### config.mk
export PLATFORM = sky130hd
export DESIGN_NAME = multicycle_ctrl_flat
export DESIGN_NICKNAME = d
export VERILOG_FILES = /design/src/rtl/multicycle_ctrl_pkg.sv /design/src/rtl/multicycle_ctrl_if.sv /design/src/rtl/mc_output_decode.sv /design/src/rtl/multicycle_ctrl.sv /design/src/flat_wrapper.sv
export SDC_FILE = /design/constraint.sdc
export NUM_CORES = 1
export LEC_CHECK = 0
export ABC_AREA = 1
export CORE_ASPECT_RATIO = 1.25
export CORE_UTILIZATION = 42
export CTS_CLUSTER_DIAMETER = 40
export CTS_CLUSTER_SIZE = 24
export DETAILED_ROUTE_END_ITERATION = 6
export PLACE_DENSITY = 0.85
export SYNTH_ARGS = -nofsm -noshare
export SYNTH_HDL_FRONTEND = slang
export SYNTH_SLANG_ARGS = --single-unit
### constraint.sdc
create_clock -name clk -period 3.47 [get_ports clk]
set_input_delay 0.347 -clock clk [delete_from_list [all_inputs] [get_ports clk]]
set_output_delay 0.347 -clock clk [all_outputs]
set_load 0.05 [all_outputs]
### src/rtl/multicycle_ctrl_pkg.sv
// Shared definitions for the multi-cycle MIPS control path: FSM state
// encoding, ALU operation classes and the instruction field constants.
package multicycle_ctrl_pkg;

    typedef enum logic [3:0] {
        FETCH  = 4'd0,
        DECODE = 4'd1,
        MEMADR = 4'd2,
        MEMRD  = 4'd3,
        MEMWB  = 4'd4,
        MEMWR  = 4'd5,
        EXEC   = 4'd6,
        ALUWB  = 4'd7,
        IEXEC  = 4'd8,
        BRANCH = 4'd9,
        JUMP   = 4'd10,
        JAL    = 4'd11
    } state_t;

    // ALU_control opcode classes
    localparam logic [2:0] ALU_ADD   = 3'd0;
    localparam logic [2:0] ALU_SUB   = 3'd1;
    localparam logic [2:0] ALU_RTYPE = 3'd2;

    // instruction[31:26]
    localparam logic [5:0] OP_RTYPE = 6'b000000;
    localparam logic [5:0] OP_LW    = 6'b100011;
    localparam logic [5:0] OP_SW    = 6'b101011;
    localparam logic [5:0] OP_ADDI  = 6'b001000;
    localparam logic [5:0] OP_BEQ   = 6'b000100;
    localparam logic [5:0] OP_J     = 6'b000010;
    localparam logic [5:0] OP_JAL   = 6'b000011;

    // instruction[5:0]
    localparam logic [5:0] FN_JR    = 6'b001000;

    function automatic logic is_legal_op(input logic [5:0] op);
        return op inside {OP_RTYPE, OP_LW, OP_SW, OP_ADDI, OP_BEQ, OP_J, OP_JAL};
    endfunction

endpackage

### src/rtl/multicycle_ctrl_if.sv
// Controller <-> datapath bundle: instruction fields and status in,
// strobes and mux selects out. master = controller, slave = datapath.
interface multicycle_ctrl_if;
    logic [5:0] opcode;
    logic [5:0] funct;
    logic       zero;
    logic       mem_ready;

    logic       pc_write;
    logic       pc_write_cond;
    logic       iord;
    logic       mem_read;
    logic       mem_write;
    logic       ir_write;
    logic       reg_write;
    logic       alu_src_a;
    logic [1:0] reg_dst;
    logic [1:0] mem_to_reg;
    logic [1:0] alu_src_b;
    logic [1:0] pc_src;
    logic [2:0] alu_op;
    logic       illegal;
    logic       timeout;
    logic [3:0] state;

    modport master (
        input  opcode, funct, zero, mem_ready,
        output pc_write, pc_write_cond, iord, mem_read, mem_write, ir_write,
               reg_write, alu_src_a, reg_dst, mem_to_reg, alu_src_b, pc_src,
               alu_op, illegal, timeout, state
    );

    modport slave (
        output opcode, funct, zero, mem_ready,
        input  pc_write, pc_write_cond, iord, mem_read, mem_write, ir_write,
               reg_write, alu_src_a, reg_dst, mem_to_reg, alu_src_b, pc_src,
               alu_op, illegal, timeout, state
    );
endinterface

### src/rtl/mc_output_decode.sv
// State -> datapath strobe/select decode. Moore apart from the FETCH
// write-enables (wait for mem_ready), jr in EXEC, the illegal-opcode
// pulse in DECODE and the timeout pulse (mem_abort).
module mc_output_decode
    import multicycle_ctrl_pkg::*;
(
    input  logic       rst,
    input  state_t     state,
    input  logic [5:0] opcode,
    input  logic [5:0] funct,
    input  logic       mem_ready,
    input  logic       mem_abort,
    output logic       pc_write,
    output logic       pc_write_cond,
    output logic       iord,
    output logic       mem_read,
    output logic       mem_write,
    output logic       ir_write,
    output logic       reg_write,
    output logic       alu_src_a,
    output logic [1:0] reg_dst,
    output logic [1:0] mem_to_reg,
    output logic [1:0] alu_src_b,
    output logic [1:0] pc_src,
    output logic [2:0] alu_op,
    output logic       illegal,
    output logic       timeout
);

    // Decode the current state; everything stays quiet while reset is high
    always_comb begin
        pc_write      = 1'b0;
        pc_write_cond = 1'b0;
        iord          = 1'b0;
        mem_read      = 1'b0;
        mem_write     = 1'b0;
        ir_write      = 1'b0;
        reg_write     = 1'b0;
        alu_src_a     = 1'b0;
        reg_dst       = 2'd0;
        mem_to_reg    = 2'd0;
        alu_src_b     = 2'd0;
        pc_src        = 2'd0;
        alu_op        = ALU_ADD;
        illegal       = 1'b0;
        timeout       = 1'b0;
        if (!rst) begin
            case (state)
                FETCH: begin
                    mem_read  = !mem_abort;
                    ir_write  = mem_ready;
                    pc_write  = mem_ready;
                    alu_src_b = 2'd1;
                    timeout   = mem_abort;
                end
                DECODE: begin
                    alu_src_b = 2'd3;
                    illegal   = !is_legal_op(opcode);
                end
                MEMADR: begin
                    alu_src_a = 1'b1;
                    alu_src_b = 2'd2;
                end
                MEMRD: begin
                    iord     = 1'b1;
                    mem_read = !mem_abort;
                    timeout  = mem_abort;
                end
                MEMWR: begin
                    iord      = 1'b1;
                    mem_write = !mem_abort;
                    timeout   = mem_abort;
                end
                MEMWB: begin
                    reg_write  = 1'b1;
                    mem_to_reg = 2'd1;
                end
                EXEC: begin
                    alu_src_a = 1'b1;
                    alu_op    = ALU_RTYPE;
                    if (funct == FN_JR) begin
                        pc_write = 1'b1;
                        pc_src   = 2'd3;
                    end
                end
                ALUWB: begin
                    reg_write = 1'b1;
                    reg_dst   = 2'd1;
                end
                IEXEC: begin
                    reg_write = 1'b1;
                    alu_src_a = 1'b1;
                    alu_src_b = 2'd2;
                end
                BRANCH: begin
                    alu_src_a     = 1'b1;
                    alu_op        = ALU_SUB;
                    pc_write_cond = 1'b1;
                    pc_src        = 2'd1;
                end
                JUMP: begin
                    pc_write = 1'b1;
                    pc_src   = 2'd2;
                end
                JAL: begin
                    pc_write   = 1'b1;
                    pc_src     = 2'd2;
                    reg_write  = 1'b1;
                    reg_dst    = 2'd2;
                    mem_to_reg = 2'd2;
                end
                default: ;
            endcase
        end
    end

endmodule

### src/rtl/multicycle_ctrl.sv
// Multi-cycle MIPS control unit: instruction sequencing FSM plus the
// memory wait counter that bounds every FETCH/MEMRD/MEMWR access.
module multicycle_ctrl
    import multicycle_ctrl_pkg::*;
#(
    parameter int MAX_WAIT = 15
)
(
    input  logic              clk,
    input  logic              rst,
    multicycle_ctrl_if.master bus
);

    localparam int CW = (MAX_WAIT > 1) ? $clog2(MAX_WAIT + 1) : 1;
    localparam logic [CW-1:0] WAIT_LIMIT = CW'(MAX_WAIT);

    state_t        state;
    logic [CW-1:0] wait_cnt;
    logic          mem_state;
    logic          at_limit;
    logic          mem_abort;

    // A ready arriving on the limit cycle still completes the access
    assign mem_state = state inside {FETCH, MEMRD, MEMWR};
    assign at_limit  = (wait_cnt == WAIT_LIMIT);
    assign mem_abort = mem_state && at_limit && !bus.mem_ready;

    // Sequence instructions; the counter clears on any transition (including
    // a FETCH -> FETCH retry) and only counts while a memory access stalls
    always_ff @(posedge clk or posedge rst) begin
        if (rst) begin
            state    <= FETCH;
            wait_cnt <= '0;
        end else begin
            wait_cnt <= '0;
            case (state)
                FETCH: begin
                    if (bus.mem_ready)  state    <= DECODE;
                    else if (!at_limit) wait_cnt <= wait_cnt + 1'b1;
                end
                DECODE: begin
                    case (bus.opcode)
                        OP_LW, OP_SW: state <= MEMADR;
                        OP_RTYPE:     state <= EXEC;
                        OP_ADDI:      state <= IEXEC;
                        OP_BEQ:       state <= BRANCH;
                        OP_J:         state <= JUMP;
                        OP_JAL:       state <= JAL;
                        default:      state <= FETCH;
                    endcase
                end
                MEMADR: state <= (bus.opcode == OP_SW) ? MEMWR : MEMRD;
                MEMRD: begin
                    if (bus.mem_ready) state    <= MEMWB;
                    else if (at_limit) state    <= FETCH;
                    else               wait_cnt <= wait_cnt + 1'b1;
                end
                MEMWR: begin
                    if (bus.mem_ready || at_limit) state    <= FETCH;
                    else                           wait_cnt <= wait_cnt + 1'b1;
                end
                EXEC:    state <= (bus.funct == FN_JR) ? FETCH : ALUWB;
                default: state <= FETCH;
            endcase
        end
    end

    assign bus.state = state;

    mc_output_decode u_decode (
        .rst           (rst),
        .state         (state),
        .opcode        (bus.opcode),
        .funct         (bus.funct),
        .mem_ready     (bus.mem_ready),
        .mem_abort     (mem_abort),
        .pc_write      (bus.pc_write),
        .pc_write_cond (bus.pc_write_cond),
        .iord          (bus.iord),
        .mem_read      (bus.mem_read),
        .mem_write     (bus.mem_write),
        .ir_write      (bus.ir_write),
        .reg_write     (bus.reg_write),
        .alu_src_a     (bus.alu_src_a),
        .reg_dst       (bus.reg_dst),
        .mem_to_reg    (bus.mem_to_reg),
        .alu_src_b     (bus.alu_src_b),
        .pc_src        (bus.pc_src),
        .alu_op        (bus.alu_op),
        .illegal       (bus.illegal),
        .timeout       (bus.timeout)
    );

endmodule

### src/flat_wrapper.sv
// flat-port wrapper written by rule: the top's interface ports become plain ports
module multicycle_ctrl_flat import multicycle_ctrl_pkg::*;
#(
    parameter int MAX_WAIT = 15
)
  (clk, rst, bus_opcode, bus_funct, bus_zero, bus_mem_ready, bus_pc_write, bus_pc_write_cond, bus_iord, bus_mem_read, bus_mem_write, bus_ir_write, bus_reg_write, bus_alu_src_a, bus_reg_dst, bus_mem_to_reg, bus_alu_src_b, bus_pc_src, bus_alu_op, bus_illegal, bus_timeout, bus_state);
  multicycle_ctrl_if bus_i ();
  input  logic clk;
  input  logic rst;
  input wire logic [$bits(bus_i.opcode)-1:0] bus_opcode;
  input wire logic [$bits(bus_i.funct)-1:0] bus_funct;
  input wire logic [$bits(bus_i.zero)-1:0] bus_zero;
  input wire logic [$bits(bus_i.mem_ready)-1:0] bus_mem_ready;
  output wire logic [$bits(bus_i.pc_write)-1:0] bus_pc_write;
  output wire logic [$bits(bus_i.pc_write_cond)-1:0] bus_pc_write_cond;
  output wire logic [$bits(bus_i.iord)-1:0] bus_iord;
  output wire logic [$bits(bus_i.mem_read)-1:0] bus_mem_read;
  output wire logic [$bits(bus_i.mem_write)-1:0] bus_mem_write;
  output wire logic [$bits(bus_i.ir_write)-1:0] bus_ir_write;
  output wire logic [$bits(bus_i.reg_write)-1:0] bus_reg_write;
  output wire logic [$bits(bus_i.alu_src_a)-1:0] bus_alu_src_a;
  output wire logic [$bits(bus_i.reg_dst)-1:0] bus_reg_dst;
  output wire logic [$bits(bus_i.mem_to_reg)-1:0] bus_mem_to_reg;
  output wire logic [$bits(bus_i.alu_src_b)-1:0] bus_alu_src_b;
  output wire logic [$bits(bus_i.pc_src)-1:0] bus_pc_src;
  output wire logic [$bits(bus_i.alu_op)-1:0] bus_alu_op;
  output wire logic [$bits(bus_i.illegal)-1:0] bus_illegal;
  output wire logic [$bits(bus_i.timeout)-1:0] bus_timeout;
  output wire logic [$bits(bus_i.state)-1:0] bus_state;
  assign bus_i.opcode = bus_opcode;
  assign bus_i.funct = bus_funct;
  assign bus_i.zero = bus_zero;
  assign bus_i.mem_ready = bus_mem_ready;
  assign bus_pc_write = bus_i.pc_write;
  assign bus_pc_write_cond = bus_i.pc_write_cond;
  assign bus_iord = bus_i.iord;
  assign bus_mem_read = bus_i.mem_read;
  assign bus_mem_write = bus_i.mem_write;
  assign bus_ir_write = bus_i.ir_write;
  assign bus_reg_write = bus_i.reg_write;
  assign bus_alu_src_a = bus_i.alu_src_a;
  assign bus_reg_dst = bus_i.reg_dst;
  assign bus_mem_to_reg = bus_i.mem_to_reg;
  assign bus_alu_src_b = bus_i.alu_src_b;
  assign bus_pc_src = bus_i.pc_src;
  assign bus_alu_op = bus_i.alu_op;
  assign bus_illegal = bus_i.illegal;
  assign bus_timeout = bus_i.timeout;
  assign bus_state = bus_i.state;
  multicycle_ctrl #(.MAX_WAIT(MAX_WAIT)) u_core (.clk(clk), .rst(rst), .bus(bus_i));
endmodule
======== Yosys cells after proc, flatten, opt, wreduce, memory -nomap -nowiden ========
Cells that the tools add are included.
storage, ports and cells
  register bits after elaboration ......... 8
  input port bits ......................... 16
  logic and storage cells ................. 88
  output and inout port bits .............. 25
  bits in read-only memories .............. 0
  memories ................................ 0
  bits in latches ......................... 0
  memory bits (writable) .................. 0
cells by class
  bitwise logic cells ..................... 0
  reduce and logical (&&, ||, !) cells .... 19
  eq/ne operators ......................... 22
  multipliers ............................. 0
  add/sub/neg operators ................... 1
  divide/modulo/power cells ............... 0
  shifts and indexed selects .............. 0
  multiplexer cells ....................... 44
  $lt $le $gt $ge ......................... 0
operators with widths
  cell                 number
  $pmux 4 s6           2
  $mux 4               7
  $eq 4x4->1 const B   5
  $mux 1               20
  $eq 4x3->1 const B   4
  $eq 6x2->1 const B   2
  $eq 6x4->1 const B   2
  $eq 6x6->1 const B   2
  $mux 2               6
  $pmux 2 s2           3
  $pmux 2 s3           2
  $reduce_or 2->1      5
  $eq 4x2->1 const B   2
  $pmux 4 s2           1
  $reduce_or 4->1      2
  $reduce_bool 7->1    1
  $eq 6x3->1 const B   1
  $logic_not 6->1      1
  $mux 3               2
  $add 4x1->4 const B  1
  $eq 4x1->1 const B   1
  $logic_not 4->1      1
  $ne 2x2->1 const B   2
  $logic_not 1->1      3
  other kinds (7)      8

======== Longest topological paths before layout ========
Gate-level depths: netlist of the first run.
  depth in word-level cells ............... 7
  depth in mapped cells ................... 9
  mapped depth without buffers ............ 9

======== Cells and area by module ========
Synthesis of the first run repeated with hierarchy kept, for this count alone.
unflattened totals
  cells, all modules ...................... 166
  area total of the unflattened synthesis .. 950.9 um^2
by module, submodules not included
  module            seq. area each (um^2)  instances  cells an instance  area each (um^2)
  multicycle_ctrl   200.2                  1          95                 611.8
  mc_output_decode  0.0                    1          71                 339.1

======== Worst setup path before layout of the first run ========
Ideal clock, no wire load.
  path type ............................... register -> output
  start point ............................. reg u_core.state[2] (netlist: u_core.bus.state[2])
  end point ............................... out bus_illegal
  stages on the path, launching flop included .. 6
  buffers on the path ..................... 0
  data arrival time ....................... 3.216 ns
  setup slack ............................. -0.093 ns
  data required time ...................... 3.123 ns
  cell sequence ........................... dfrtp_1 nor2_2 inv_1 nor3_1 nand2_1 nor3_1
between the ends
  word-level cells in the longest chain between the ends .. 3
ends and longest elaborated chain
  item                      RTL line                text
  start: declaration        multicycle_ctrl.sv:17   state_t state;
  start signal: assignment  multicycle_ctrl.sv:52   MEMADR: state <= (bus.opcode == OP_SW) ? MEMWR : MEMRD;
  start signal: assignment  multicycle_ctrl.sv:62   EXEC: state <= (bus.funct == FN_JR) ? FETCH : ALUWB;
  $eq 4x1->1                mc_output_decode.sv:48  case (state)
  $mux 1                    mc_output_decode.sv:48
  $mux 1                    mc_output_decode.sv:47  if (!rst) begin
  end: declaration          flat_wrapper.sv:27      output wire logic [$bits(bus_i.illegal)-1:0] bus_illegal;
No other way between the ends.

======== Worst setup path in the final report of the first run ========
  start point ............................. in rst
  end point ............................... out bus_mem_write
between the ends
  word-level cells in the longest chain between the ends .. 1
ends and longest elaborated chain
  item                RTL line                text
  start: declaration  flat_wrapper.sv:9       input logic rst;
  $mux 1              mc_output_decode.sv:47
  end: declaration    flat_wrapper.sv:18      output wire logic [$bits(bus_i.mem_write)-1:0] bus_mem_write;
No other way between the ends.

==> flow_summary_export.csv, run 1 <==
group,metric,value,unit
status,status,"finished clean",
setup_path,rrSetupSlack,2.15,ns
pwr,p_leak,0.605,nW
min_path,holdCritStartpoint,"u_core.wait_cnt[0]",
synth,synthMostInstantiatedCell,"nor2_1",
die,start_util,0.448,
cells_and_area,antenna_cells,0,
synth,synth_largest_area_cell,"dfrtp_1",
setup_path,r2r-start,"u_core.wait_cnt[0]",
die,rows,17,
setup_path,cp_common_cell,"clkdlybuf4s50_1",
pwr,peakVddDrop,0.414,mV
synth,netlist_instances,141,
timing,slew_violations,0,
global_route,antenna_found_initial,0,
die,core_area,0.00179,sq mm
timing,period_share,0.754,
setup_path,end_kind,"primary output",
setup_path,crit_fanout,9,
setup_path,worstSetupStartpointType,"input pin",
place,hpwl,1620,um
routing,dr.pass1.iters,4,
min_path,hold_path.class,"flop to flop",
min_path,hold_end,"u_core.wait_cnt[0]",
routing,vias,992,
clock_tree,cts_max_path_buffers,2,
cells_and_area,syn_to_final_growth,53.0,%
setup_path,arrival,2.27,ns
global_route,overflow,0,
min_path,worstHoldPathCells,1,
timing,fin_ws,0.853,ns
clock_tree,htree_levels,1,
timing,finClkSkew,0.00264,ns
setup_path,critPathMaxStageDelay,0.83,ns
clock_tree,cts_sinks,8,
die,die_h,50.8,um
die,ios,41,
global_route,grt_max_degree,11,
clock_tree,cts_buffers,3,
setup_path,slowest_stage,"clkdlybuf4s50_1",
synth,yosysTopAreaCellShare,0.250,
run,max-cap-violations,0,
synth,syn_area_per_cell,5.68,sq um
synth,synthArstFlopShare,1.00,
place,place_ws,0.866,ns
timing,relSlewSlack,0.661,
clock_tree,cts_tree,"yes",
synth,synth_area_leaders,"dfrtp_1 25%, nor2_1 15%, nand2_1 13%, nand3_1 11%, inv_1 9.4%",
routing,drtIter0Drc,23,
timing,fmax,382,MHz
place,io_buffers,38,
die,die_x,41.1,um
setup_path,critPathKind,"input pin to primary output",
timing,fin_tns_setup,0,ns
routing,routedWlPerCell,9.50,um
synth,ys_seq_area_frac,0.250,
timing,grt_setup_unrepaired,"false",
synth,synth_cell_type_count,23,
clock_tree,cts_setup_buffers,0,
synth,synth_common_cells,"32 x nor2_1, 27 x nand2_1, 20 x inv_1",
pwr,p_per_area,559,mW/mm^2
global_route,grt_usage,0.204,
timing,setup_viol,0,
clock_tree,postCtsHoldBufs,0,
synth,netlist_area,801,sq um
setup_path,r2r-end,"u_core.bus.state[0]",
setup_path,crit_chain,"clkdlybuf4s50_1, inv_1, buf_4, nand2_1, a31oi_1, clkdlybuf4s50_1",
clock_tree,cts_root_buf,"clkbuf_4",
synth,yosysWarnings,0,
global_route,grt_first_pass_wirelength,3070,um
routing,wl,1890,um
setup_path,ff2ff_path_depth,7,
cells_and_area,n_fill_cell,154,
timing,final_hold_viol_count,0,
setup_path,required,3.12,ns
clock_tree,clk_latency,0.24,ns
synth,synth-seq-cells,8,
cells_and_area,final_core_util,0.686,
routing,drc_errors,0,
clock_tree,post_cts_resized,0,
cells_and_area,drive_above_1_share,0.0722,
cells_and_area,final_nets,199,
timing,tightest_slew,0.507,ns
timing,finalCriticalPeriod,2.62,ns
global_route,grt_pass1_vias,822,
routing,ant_nets,0,
routing,viasPerCell,4.98,
synth,ys.flop_type,"dfrtp_1",
synth,synth_edf_count,0,
place,gp_congestion,0.809,
die,fp.dieArea,0.00209,sq mm
clock_tree,clk_pin_slew,0.05,ns
synth,syn_nets,158,
metrics by stage:
step | area, sq um | hold WS [ns] | std cells | power, mW
detailed placement | 1200 | 0.457 | 196 | 0.621
global route | 1220 | 0.470 | 199 | 0.742
global placement | 1200 | 0.440 | 196 | 0.616
CTS | 1220 | 0.463 | 199 | 0.691
floorplan | 806 | 0.372 | 141 | 0.491
finish | 1220 | 0.464 | 199 | 0.684
critical path: cells and delay by family:
kind	cells	cell delay [ns]
AND/OR/NAND/NOR	1	0.06
AO/OA/AOI/OAI	1	0.16
buffers and inverters	4	1.70
how the worst max path moves through the flow:
| stage | start | end | slack [ns] | depth (start not counted) |
|---|---|---|---|---|
| 2_1_floorplan | u_core.bus.state[2] | bus_illegal | 0.30 | 5 |
| 3_3_place_gp | rst | bus_mem_write | 0.87 | 6 |
| 3_5_place_dp | rst | bus_mem_write | 0.87 | 6 |
| 4_1_cts | u_core.bus.state[0] | bus_timeout | 0.85 | 9 |
| 5_1_grt | u_core.bus.state[0] | bus_timeout | 0.70 | 9 |
| 6_report | rst | bus_mem_write | 0.85 | 6 |
cell type report:
cell class	instances	area, sq um	area share
sequential	8	200	0.163
inverter	22	82.6	0.0674
timing repair buffer	40	395	0.323
clock buffer	3	22.5	0.0184
multi-input combinational	107	500	0.409
tap	19	23.8	0.0194
sequential cells by signal, indices dropped and copies added (netlist names):
register	flops
u_core.wait_cnt	4
u_core.bus.state	4
logic make-up (layout without fill, tap and decap cells):
logic type / count (synthesis) / count (layout) / synth area share
compound gates: 9 / 9 / 0.0656
xor+xnor: 2 / 2 / 0.0219
fa+ha+maj: 1 / 1 / 0.0156
buf+inv: 26 / 65 / 0.131
flops: 8 / 8 / 0.250
other cells: 1 / 1 / 0.00468
simple gates: 94 / 94 / 0.511
layout by cell type, fill, tap and decap left out, drive strengths merged, types with 3 or more instances in the layout:
cell type / count
nor3: 7
inv: 22
nor2: 35
clkdlybuf4s50: 38
clkbuf: 3
nand3: 18
dfrtp: 8
a21oi: 4
nand2: 29
nand4: 4
power breakdown:
part / switching [mW] / total, mW / internal (mW)
combinational: 0.318 / 0.471 / 0.153
sequential: 0.0345 / 0.149 / 0.115
clock: 0.0253 / 0.0644 / 0.0391
total: 0.377 / 0.684 / 0.307
metal layers:
metal | vias up | part of all wire | global-route usage
li1 | 530 | - | -
met1 | 435 | 0.43 | 0.256
met2 | 25 | 0.54 | 0.349
met3 | 2 | 0.030 | 0.0130
met4 | 0 | 0.0042 | 0.0667
met5 | - | 0 | 0
No activity file was read; power rests on OpenSTA's default activity.
==> run 2: changes to the inputs <==
--- a/config.mk
+++ b/config.mk
@@ -7,11 +7,11 @@
 export LEC_CHECK = 0
 export ABC_AREA = 1
 export CORE_ASPECT_RATIO = 1.25
-export CORE_UTILIZATION = 42
+export CORE_UTILIZATION = 39
 export CTS_CLUSTER_DIAMETER = 40
 export CTS_CLUSTER_SIZE = 24
 export DETAILED_ROUTE_END_ITERATION = 6
-export PLACE_DENSITY = 0.85
+export PLACE_DENSITY = 0.8
 export SYNTH_ARGS = -nofsm -noshare
 export SYNTH_HDL_FRONTEND = slang
 export SYNTH_SLANG_ARGS = --single-unit
==> constraint.sdc (replaced) <==
create_clock -name clk -period 2.7 [get_ports clk]
set_input_delay 0.27 -clock clk [delete_from_list [all_inputs] [get_ports clk]]
set_output_delay 0.27 -clock clk [all_outputs]
set_load 0.05 [all_outputs]
==> run 2 against run 1 <==
Die area is 7.3% higher; first-iteration DRC count decreased by 65%; cell area is 1.2% lower; flip-flop and latch count stayed put; global-route usage decreased by 1.5 points; setup slack worse by 0.57 ns; total power grew 28%; routed wire length is 1.2% higher; sequential share of layout area increased by 0.20 points; critical path depth is the same; non-clock buffer count is 1 lower; largest power group unchanged.
==> flow_summary_export.csv, run 2 (synthesis gave the netlist of run 1 again) <==
group,metric,value,unit
status,status,"finished clean",
die,die_h,52.7,um
timing,period_share,0.894,
routing,drtIter0Drc,8,
timing,relSlewSlack,0.627,
cells_and_area,antenna_cells,0,
setup_path,critPathKind,"flop to primary output",
run,max-cap-violations,0,
clock_tree,clk_pin_slew,0.05,ns
cells_and_area,final_cell_mix,"32 x nor2_1, 27 x nand2_1, 26 x clkdlybuf4s50_1",
setup_path,arrival,2.14,ns
setup_path,ff2ff_path_depth,7,
pwr,p_per_area,724,mW/mm^2
routing,routedWlPerCell,9.66,um
global_route,antenna_found_initial,0,
cells_and_area,syn_to_final_growth,51.1,%
clock_tree,cts_max_path_buffers,2,
setup_path,required,2.43,ns
cells_and_area,final_nets,198,
clock_tree,cts_tree,"yes",
clock_tree,cts_sinks,8,
global_route,grt_pass1_vias,875,
die,rows,17,
place,gp_congestion,0.837,
cells_and_area,fin_cells,198,
setup_path,endpoint,"bus_alu_src_a",
routing,vias,980,
timing,finClkSkew,0.00569,ns
pwr,p_leak,0.643,nW
place,io_buffers,38,
timing,fin_tns_setup,0,ns
timing,slew_violations,0,
global_route,grt_usage,0.189,
setup_path,r2r-start,"u_core.wait_cnt[0]",
clock_tree,cts_root_buf,"clkbuf_4",
die,die_x,42.5,um
timing,tightest_slew,0.558,ns
timing,final_hold_viol_count,0,
cells_and_area,drive_above_1_share,0.134,
min_path,hold_path.class,"flop to flop",
place,dp_cells,195,
clock_tree,htree_levels,1,
routing,wl,1910,um
cells_and_area,n_fill_cell,177,
cells_and_area,reg.largest.list,"u_core.bus.state (4), u_core.wait_cnt (4)",
global_route,overflow,0,
die,ios,41,
timing,finalCriticalPeriod,2.41,ns
cells_and_area,seqCellArea,200,sq um
timing,grt_setup_unrepaired,"false",
global_route,grt_first_pass_wirelength,3310,um
setup_path,rrSetupSlack,1.38,ns
setup_path,crit_fanout,5,
die,core_area,0.00185,sq mm
clock_tree,clk_latency,0.25,ns
timing,fmax,414,MHz
cells_and_area,final_common_cell,"nor2_1",
routing,viasPerCell,4.95,
setup_path,end_kind,"primary output",
place,hpwl,1650,um
global_route,grt_max_degree,19,
pwr,peakVddDrop,0.693,mV
routing,ant_nets,0,
die,start_util,0.433,
setup_path,startpoint,"u_core.bus.state[3]",
die,fp.dieArea,0.00224,sq mm
setup_path,worstSetupStartpointType,"flop",
routing,dr.pass1.iters,4,
clock_tree,cts_buffers,3,
setup_path,r2r-end,"u_core.bus.state[0]",
timing,setup_viol,0,
cells_and_area,multi_input_area,505,sq um
routing,drc_errors,0,
[run 2: cell types whose count changed in the layout (fill, tap and decap cells not counted), sizes merged]
| cell | delta |
|---|---|
| clkdlybuf4s50 | -12 |
| buf | +10 |
| dlymetal6s2s | +1 |
[run 2: power by group]
part | switching (mW) | total (mW) | internal [mW] | leakage [nW]
Clock | 0.0367 | 0.0873 | 0.0506 | 0.0138
Combinational | 0.407 | 0.597 | 0.190 | 0.522
Sequential | 0.0436 | 0.191 | 0.148 | 0.108
Total | 0.488 | 0.876 | 0.388 | 0.643
[run 2: worst min path at each step]
| stage | cells after the start | startpoint | to |
|---|---|---|---|
| final | 1 | u_core.wait_cnt[0] | u_core.wait_cnt[0] |
| after global routing | 1 | u_core.wait_cnt[0] | u_core.wait_cnt[0] |
| after global placement | 1 | u_core.wait_cnt[0] | u_core.wait_cnt[0] |
| after floorplan | 2 | rst | u_core.bus.state[0] |
| after detailed placement | 1 | u_core.wait_cnt[0] | u_core.wait_cnt[0] |
| after CTS | 1 | u_core.wait_cnt[0] | u_core.wait_cnt[0] |
[run 2: timing repair]
| action | 4_1_cts | 5_1_grt |
|---|---|---|
| buffers inserted | 0 | 0 |
| endpoints found under the setup margin | 0 | 1 |
| hold buffers | 0 | 0 |
| resized for setup | 0 | 1 |
[run 2: critical path: stages, from the launching register on]
cell             delay, ns
dfrtp_1               0.43
nor2_2                0.14
inv_1                 0.10
nor2_1                0.19
nor2_1                0.09
a31oi_1               0.12
clkdlybuf4s50_1       0.83
[run 2: metal layers]
layer,vias up,global-route usage,part of all wire,wire [um]
met4,0,0.0781,0.0047,9
met5,-,0,0,0
met3,2,0.0103,0.036,69
li1,531,-,-,-
met2,24,0.359,0.53,1010
met1,423,0.217,0.43,828
[run 2: metrics by stage]
stage | power [mW] | area (sq um) | util | worst slack, ns | hold WS [ns]
4_1_cts | 0.885 | 1210 | 0.652 | 0.186 | 0.473
3_5_place_dp | 0.792 | 1180 | 0.640 | 0.323 | 0.457
2_1_floorplan | 0.633 | 811 | - | 0.0979 | 0.307
6_report | 0.876 | 1210 | 0.654 | 0.286 | 0.474
5_1_grt | 0.949 | 1210 | 0.654 | 0.113 | 0.498
3_3_place_gp | 0.789 | 1180 | 0.640 | 0.361 | 0.440
[run 2: cell type report]
cell class / instances / area share
Multi-Input combinational cell: 107 / 0.418
Timing Repair Buffer: 39 / 0.310
Sequential cell: 8 / 0.165
Inverter: 22 / 0.0683
Tap cell: 19 / 0.0196
Clock buffer: 3 / 0.0186
==> run 3: changes to the inputs <==
==> constraint.sdc (replaced) <==
create_clock -name clk -period 2.4 [get_ports clk]
set_input_delay 0.24 -clock clk [delete_from_list [all_inputs] [get_ports clk]]
set_output_delay 0.24 -clock clk [all_outputs]
set_load 0.05 [all_outputs]
==> run 3 against run 2 <==
Flip-flop and latch count unchanged; hold slack worse by 0.010 ns; clock power increased by 12%; utilization increased by 8.2 points; routed wire length grew 18%; highest routed layer unchanged; cell area is 13% higher; total power grew 26%; via count is 5.1% higher; first-iteration DRC count rose to 2.8 times the previous value.
==> flow_summary_export.csv, run 3 (synthesis gave the netlist of run 1 again) <==
group,metric,value,unit
die,start_util,0.433,
setup_path,worstSetupStartpointType,"flop",
die,ios,41,
timing,period_share,0.814,
min_path,hold_path.class,"flop to flop",
timing,fin_tns_setup,0,ns
place,place_ws,0.500,ns
cells_and_area,syn_to_final_growth,70.0,%
cells_and_area,multi_input_area,524,sq um
die,die_h,52.7,um
global_route,grt_pass1_vias,1053,
global_route,grt_usage,0.231,
pwr,clock_power_share,0.089,
timing,relSlewSlack,0.664,
routing,drc_errors,0,
routing,routedWlPerCell,11.3,um
timing,tightest_slew,0.502,ns
setup_path,crit_fanout,8,
place,dp_cells,196,
setup_path,slowest_stage,"dfrtp_1",
cells_and_area,drive_above_1_share,0.194,
global_route,grt_first_pass_wirelength,3990,um
timing,slew_violations,0,
place,gp_congestion,0.869,
pwr,switchingPower,594,uW
timing,finClkSkew,0.00353,ns
clock_tree,htree_levels,1,
routing,vias,1030,
die,core_area,0.00185,sq mm
routing,dr.pass1.iters,4,
cells_and_area,final_nets,199,
clock_tree,cts_tree,"yes",
place,place_area,0.00134,sq mm
timing,finalCriticalPeriod,1.95,ns
clock_tree,cts_buffers,3,
setup_path,required,2.16,ns
timing,grt_setup_unrepaired,"false",
status,status,"finished clean",
run,max-cap-violations,0,
setup_path,critPathKind,"flop to primary output",
timing,final_hold_viol_count,0,
die,die_x,42.5,um
setup_path,arrival,1.71,ns
cells_and_area,final_cell_mix,"32 x nor2_1, 27 x nand2_1, 20 x inv_1",
cells_and_area,final_common_cell,"nor2_1",
pwr,power_frac_comb,0.712,
clock_tree,cts_root_buf,"clkbuf_4",
cells_and_area,n_fill_cell,155,
cells_and_area,final_core_util,0.736,
pwr,p_leak,0.681,nW
global_route,antenna_found_initial,0,
pwr,p_per_area,812,mW/mm^2
routing,viasPerCell,5.18,
pwr,p_int,512,uW
global_route,use_met3,0.0207,
clock_tree,post_cts_resized,0,
timing,fin_ws,0.447,ns
clock_tree,cts_sinks,8,
pwr,p_seq_frac,0.199,
global_route,grt_max_degree,11,
cells_and_area,reg.largest.list,"u_core.bus.state (4), u_core.wait_cnt (4)",
pwr,peakVddDrop,0.695,mV
global_route,grt_most_used_layer,"met2",
pwr,p_sw_frac,0.537,
setup_path,end_kind,"primary output",
place,hpwl,1980,um
clock_tree,postCtsHoldBufs,0,
global_route,use_met1,0.249,
pwr,finalPower,1.11,mW
routing,drtIter0Drc,22,
global_route,overflow,0,
timing,timing.hold.ws,0.464,ns
routing,wl,2260,um
clock_tree,cts_max_path_buffers,2,
cells_and_area,antenna_cells,0,
die,fp.dieArea,0.00224,sq mm
global_route,use_met2,0.418,
setup_path,critPathMaxStageDelay,0.54,ns
cells_and_area,design_area,0.00136,sq mm
clock_tree,cts_setup_buffers,0,
clock_tree,clk_latency,0.25,ns
die,rows,17,
place,io_buffers,38,
setup_path,cp_top_family,"flip-flops",
timing,setup_viol,0,
cells_and_area,seqCellArea,200,sq um
clock_tree,clk_pin_slew,0.05,ns
setup_path,crit_chain,"inv_1, nand2_1, inv_2, nand2_2, nand3_1, a31oi_1, buf_12",
routing,ant_nets,0,
cells_and_area,fin_cells,199,
timing,fmax,512,MHz
setup_path,crit_buf_inv,3,
## run 3: power by group through the flow
| stage | logic [mW] | clock network (mW) | registers (mW) |
|---|---|---|---|
| 2_1_floorplan | 0.468 | 0 | 0.261 |
| 3_3_place_gp | 0.772 | 0 | 0.218 |
| 3_5_place_dp | 0.790 | 0 | 0.221 |
| 4_1_cts | 0.793 | 0.102 | 0.218 |
| 5_1_grt | 0.850 | 0.105 | 0.224 |
| 6_report | 0.787 | 0.0982 | 0.220 |
## run 3: cell type report
type,count,area share
Tap cell,19,0.0175
Inverter,22,0.0607
Sequential cell,8,0.147
Timing Repair Buffer,40,0.373
Multi-Input combinational cell,107,0.385
Clock buffer,3,0.0165
## run 3: path summary, 6_finish.rpt
check | start | to | slack [ns] | depth (start not counted)
worst min register to register | u_core.wait_cnt[0] | u_core.wait_cnt[0] | 0.46 | 1
min in group asynchronous | rst | u_core.wait_cnt[2] | 0.49 | 2
max in group asynchronous | rst | u_core.wait_cnt[1] | 1.59 | 3
worst max-delay path | u_core.bus.state[1] | bus_mem_write | 0.45 | 7
worst max register to register | u_core.bus.state[1] | u_core.wait_cnt[0] | 1.02 | 9
worst min-delay path | u_core.wait_cnt[0] | u_core.wait_cnt[0] | 0.46 | 1
## run 3: metal layers
| metal | part of all wire | vias to the layer above | routed length (um) |
|---|---|---|---|
| met3 | 0.029 | 8 | 66 |
| met2 | 0.54 | 31 | 1220 |
| met4 | 0.027 | 0 | 60 |
| met5 | 0 | - | 0 |
| li1 | - | 536 | - |
| met1 | 0.40 | 455 | 912 |
